<file path="src/rtl/hazard_stall_controller_pkg.sv">
// Shared encodings and constants for the pipeline hazard sequencer.
package hazard_stall_controller_pkg;

    typedef enum logic [1:0] {
        HZ_RUN    = 2'b00,
        HZ_LSTALL = 2'b01,
        HZ_MWAIT  = 2'b10
    } hz_state_e;

    localparam logic [4:0] REG_ZERO = 5'b0;
    localparam int         HZ_CNT_W = 16;

endpackage

</file>
<file path="src/rtl/hazard_stall_controller_sat_counter.sv">
// Saturating up-counter with asynchronous active-low clear.
module hz_sat_counter #(
    parameter int CNT_W = 16
) (
    input  logic             clk,
    input  logic             rst_n,
    input  logic             inc,
    output logic [CNT_W-1:0] cnt
);

    logic [CNT_W-1:0] cnt_q, cnt_d;

    always_comb begin
        cnt_d = cnt_q;
        if (inc && (cnt_q != {CNT_W{1'b1}}))
            cnt_d = cnt_q + CNT_W'(1);
    end

    always_ff @(posedge clk or negedge rst_n) begin
        if (!rst_n) cnt_q <= '0;
        else        cnt_q <= cnt_d;
    end

    assign cnt = cnt_q;

endmodule

</file>
<file path="src/rtl/hazard_stall_controller.sv">
// Load-use stall, branch squash and memory-wait freeze sequencer for the 5-stage core.
module hazard_stall_controller
    import hazard_stall_controller_pkg::*;
#(
    parameter int LOAD_BUBBLES = 1,
    parameter int CNT_W        = HZ_CNT_W
) (
    input  logic             clk,
    input  logic             rst_n,
    input  logic [4:0]       IFIDregr1,
    input  logic [4:0]       IFIDregr2,
    input  logic             IFIDuse1,
    input  logic             IFIDuse2,
    input  logic [4:0]       IDEXregrd,
    input  logic             IDEXmemread,
    input  logic             branch_taken,
    input  logic             dmem_req,
    input  logic             dmem_ready,
    output logic             PCWrite,
    output logic             IFIDWrite,
    output logic             IFIDflush,
    output logic             IDEXbubble,
    output logic             PipeFreeze,
    output logic [1:0]       hz_state,
    output logic [CNT_W-1:0] stall_cnt,
    output logic [CNT_W-1:0] flush_cnt
);

    localparam logic [1:0] BCNT_INIT = 2'(LOAD_BUBBLES - 1);

    logic [1:0] state_q, state_d;
    logic [1:0] ret_q, ret_d;
    logic [1:0] bcnt_q, bcnt_d;
    logic [1:0] eval_st;
    logic       hit, mem_wait;

    assign hit = IDEXmemread && (IDEXregrd != REG_ZERO) &&
                 ((IFIDuse1 && (IDEXregrd == IFIDregr1)) ||
                  (IFIDuse2 && (IDEXregrd == IFIDregr2)));
    assign mem_wait = dmem_req && !dmem_ready;

    // On the ready cycle of a wait, the saved state is evaluated as if live.
    assign eval_st = ((state_q == HZ_MWAIT) && dmem_ready) ? ret_q : state_q;

    always_comb begin
        PCWrite    = 1'b1;
        IFIDWrite  = 1'b1;
        IFIDflush  = 1'b0;
        IDEXbubble = 1'b0;
        PipeFreeze = 1'b0;
        state_d    = state_q;
        ret_d      = ret_q;
        bcnt_d     = bcnt_q;
        case (eval_st)
            HZ_RUN: begin
                state_d = HZ_RUN;
                if (mem_wait) begin
                    PCWrite    = 1'b0;
                    IFIDWrite  = 1'b0;
                    PipeFreeze = 1'b1;
                    ret_d      = HZ_RUN;
                    state_d    = HZ_MWAIT;
                end else if (branch_taken) begin
                    IFIDflush  = 1'b1;
                    IDEXbubble = 1'b1;
                end else if (hit) begin
                    PCWrite    = 1'b0;
                    IFIDWrite  = 1'b0;
                    IDEXbubble = 1'b1;
                    if (LOAD_BUBBLES > 1) begin
                        state_d = HZ_LSTALL;
                        bcnt_d  = BCNT_INIT;
                    end
                end
            end
            HZ_LSTALL: begin
                if (mem_wait) begin
                    PCWrite    = 1'b0;
                    IFIDWrite  = 1'b0;
                    PipeFreeze = 1'b1;
                    ret_d      = HZ_LSTALL;
                    state_d    = HZ_MWAIT;
                end else begin
                    PCWrite    = 1'b0;
                    IFIDWrite  = 1'b0;
                    IDEXbubble = 1'b1;
                    bcnt_d     = bcnt_q - 2'd1;
                    state_d    = (bcnt_q == 2'd1) ? HZ_RUN : HZ_LSTALL;
                end
            end
            HZ_MWAIT: begin
                PCWrite    = 1'b0;
                IFIDWrite  = 1'b0;
                PipeFreeze = 1'b1;
                state_d    = HZ_MWAIT;
            end
            default: begin
                state_d = HZ_RUN;
                ret_d   = HZ_RUN;
                bcnt_d  = 2'd0;
            end
        endcase
    end

    always_ff @(posedge clk or negedge rst_n) begin
        if (!rst_n) begin
            state_q <= HZ_RUN;
            ret_q   <= HZ_RUN;
            bcnt_q  <= 2'd0;
        end else begin
            state_q <= state_d;
            ret_q   <= ret_d;
            bcnt_q  <= bcnt_d;
        end
    end

    assign hz_state = state_q;

    hz_sat_counter #(.CNT_W(CNT_W)) u_stall_cnt (
        .clk   (clk),
        .rst_n (rst_n),
        .inc   (!PCWrite),
        .cnt   (stall_cnt)
    );

    hz_sat_counter #(.CNT_W(CNT_W)) u_flush_cnt (
        .clk   (clk),
        .rst_n (rst_n),
        .inc   (IFIDflush),
        .cnt   (flush_cnt)
    );

endmodule

</file>
<file path="config.mk">
export PLATFORM = sky130hd
export DESIGN_NAME = hazard_stall_controller
export DESIGN_NICKNAME = d
export VERILOG_FILES = /design/src/rtl/hazard_stall_controller_pkg.sv /design/src/rtl/hazard_stall_controller_sat_counter.sv /design/src/rtl/hazard_stall_controller.sv
export SDC_FILE = /design/constraint.sdc
export NUM_CORES = 1
export LEC_CHECK = 0
export CAP_MARGIN = 40
export CORE_MARGIN = 3
export CORE_UTILIZATION = 30
export CTS_BUF_LIST = sky130_fd_sc_hd__clkbuf_16
export CTS_CLUSTER_DIAMETER = 60
export DETAILED_ROUTE_END_ITERATION = 6
export HOLD_SLACK_MARGIN = 0.15
export PLACE_DENSITY = 0.65
export SYNTH_ARGS = -nofsm -noshare
export SYNTH_HDL_FRONTEND = slang
export SYNTH_SLANG_ARGS = --single-unit
</file>
<file path="constraint.sdc">
create_clock -name clk -period 5.11 [get_ports clk]
set_input_delay 1.022 -clock clk [delete_from_list [all_inputs] [get_ports clk]]
set_output_delay 1.022 -clock clk [all_outputs]
set_load 0.1 [all_outputs]
</file>
==> reports/results.ini <==
[routing]
dr.first_iter.drc_count = 22
dr.pass1.iters = 4
final_antenna_net_count = 0
vias = 1758
drt-total-wl_um = 4760
drc = 0
avgRoutedWirePerCell_um = 12.7
viasPerCell = 4.70

[final_layout]
n_antenna_cell = 0
layout-drive-gt1-share = 0.215
final_cell_mix = 55 x clkdlybuf4s50_1, 37 x dfrtp_1, 34 x buf_8
synthToLayoutAreaGrowth_pct = 66.3
nNetsFinal = 325
fillers = 545
utilization = 0.526
layout_commonest_cell = clkdlybuf4s50_1

[sta]
timing.final.hold_violations = 0
fin_crit_sh = 0.795
clock_skew_ns = 0.00429
worst_pin_slew_ns = 0.472
setup_violations = 0
fin_tns_setup_ns = 0
maxSlewHeadroom = 0.684
slew_violations = 0
clock.fmax_mhz = 246
rsz0062_at_grt = no
setup_ws_ns = 1.05
period_minus_slack_ns = 4.06

[yosys]
ys.flop_type = dfrtp_1
synthDominantCellAreaShare = 0.450
synth_edf_count = 0
synth_warnings = 0
synth_top_area_cell = dfrtp_1
synth_seq_area_share = 0.450
synthTopCellsByArea = dfrtp_1 45%, xnor2_1 12%, xor2_1 3.8%, ha_1 3.7%, nand4_1 3.7%
synthDistinctLibCells = 44
synthCells = 195
synth_area_um2 = 2060
async_flop_share = 1.00
syn-mean-instance-area_um2 = 10.5
syn-num-nets = 224
ys_ff_latch = 37

[die]
ioPinCount = 62
dieWidth_um = 88.8
fp.coreArea_um2 = 6490
die_area_um2 = 7880
start_util = 0.317
rows = 29
die_h_um = 88.8

[grt]
grt_pass1_vias = 1760
globalRouteOverflowTotal = 0
grt_pass1_wl_um = 7910
antenna_found_initial = 0
track_usage = 0.128
grt_start_max_net_pins = 27

[clock_network]
hold_buffers = 0
post_cts_resized = 0
cts_sinks = 37
htreeDepth = 2
numCtsBuffers = 5
cts_setup_buffers = 0
clk_pin_slew_ns = 0.05
cts_tree = built
clock-root-buffer = clkbuf_16
clkLatencyLatePin_ns = 0.27
clk_path_buf_depth = 2

[pwr]
p_leak_nw = 1.48
ir_drop_v = 0.000454
power_density_nw_per_um2 = 437

[critical_path]
arrival_ns = 3.04
cp.required_ns = 4.09
start_kind = input pin
cp-end-kind = primary output
cp_max_fo = 9
critPathKind = in -> out

[placed_design]
dpl_worst_slack_ns = 1.02
portBuffers = 61
gp_congestion = 0.772
hpwl_um = 3850

[run_status]
status = complete, no violations

[min_path]
hold_path_class = reg -> reg

[flow_run]
cap_violations = 0

## path summary, 6_finish.rpt
kind                            cells after the start  slack (ns)                  end                 from
worst max-delay path                                8        1.05              PCWrite           dmem_ready
worst min-delay path                                1        0.49  u_stall_cnt.cnt[14]  u_stall_cnt.cnt[14]
worst max register to register                      8        2.70  u_flush_cnt.cnt[15]          hz_state[0]
worst min register to register                      1        0.49  u_stall_cnt.cnt[14]  u_stall_cnt.cnt[14]
max in group asynchronous                           2        4.05   u_stall_cnt.cnt[2]                rst_n
min in group asynchronous                           1        0.63   u_flush_cnt.cnt[0]                rst_n
## sequential cells by signal, summed over array words and instances (netlist names)
register / count
u_flush_cnt.cnt: 16
u_stall_cnt.cnt: 16
bcnt_q: 2
hz_state: 2
ret_q: 1
## final cells by class
type,count,area (um2),area share
well taps,77,96.3,0.0282
clock buffers,5,125,0.0366
repair buffers,96,1120,0.329
multi-input cells,148,1080,0.316
clock inverters,3,37.5,0.0110
inverters,8,30.0,0.00878
flip-flops and latches,37,926,0.271
## per-stage QoR
step / area (um2) / power [mW] / hold slack [ns] / instances
3_5_place_dp: 3260 / 1.17 / 0.485 / 366
3_3_place_gp: 2730 / 1.00 / 0.480 / 331
6_report: 3420 / 1.49 / 0.493 / 374
5_1_grt: 3420 / 1.55 / 0.530 / 374
2_1_floorplan: 2060 / 0.856 / 0.475 / 195
4_1_cts: 3420 / 1.51 / 0.492 / 374
## worst max-delay path, stage by stage
cell	delay [ns]
clkdlybuf4s50_1	0.53
inv_1	0.05
o21ai_0	0.31
ha_1	0.31
and2_1	0.23
o21ai_2	0.15
nand2_1	0.14
buf_4	0.30
## routing by layer
metal  vias to the layer above  track usage  share of wire
li1                        894            -              -
met1                       814        0.166           0.44
met2                        46        0.212           0.50
met3                         4       0.0382          0.054
met4                         0       0.0288         0.0048
met5                         -            0              0
## synthesized netlist by cell type (3+ instances only)
cell     instances
and2_1           3
nand3_1         12
nand2_1         17
nor3_1           3
inv_1            8
mux2_2           3
and3_1           5
xor2_1           9
xnor2_1         29
dfrtp_1         37
ha_1             6
nand4_1         12
nor2_1          13
## kinds of logic after synthesis
logic type                 Yosys count  synth area share
xor gates and xnor gates            38             0.162
DFF                                 37             0.450
buffers and inverters               10            0.0237
and+or+nand+nor                     81             0.231
muxes                                6            0.0323
AOI/OAI and AO/OA                   17            0.0645
adders and majority gates            6            0.0365
## power breakdown
part           internal, mW  switching, mW
sequential            0.340         0.0668
combinational         0.274          0.479
clock                 0.226          0.108
No activity file was read; power rests on OpenSTA's default activity.
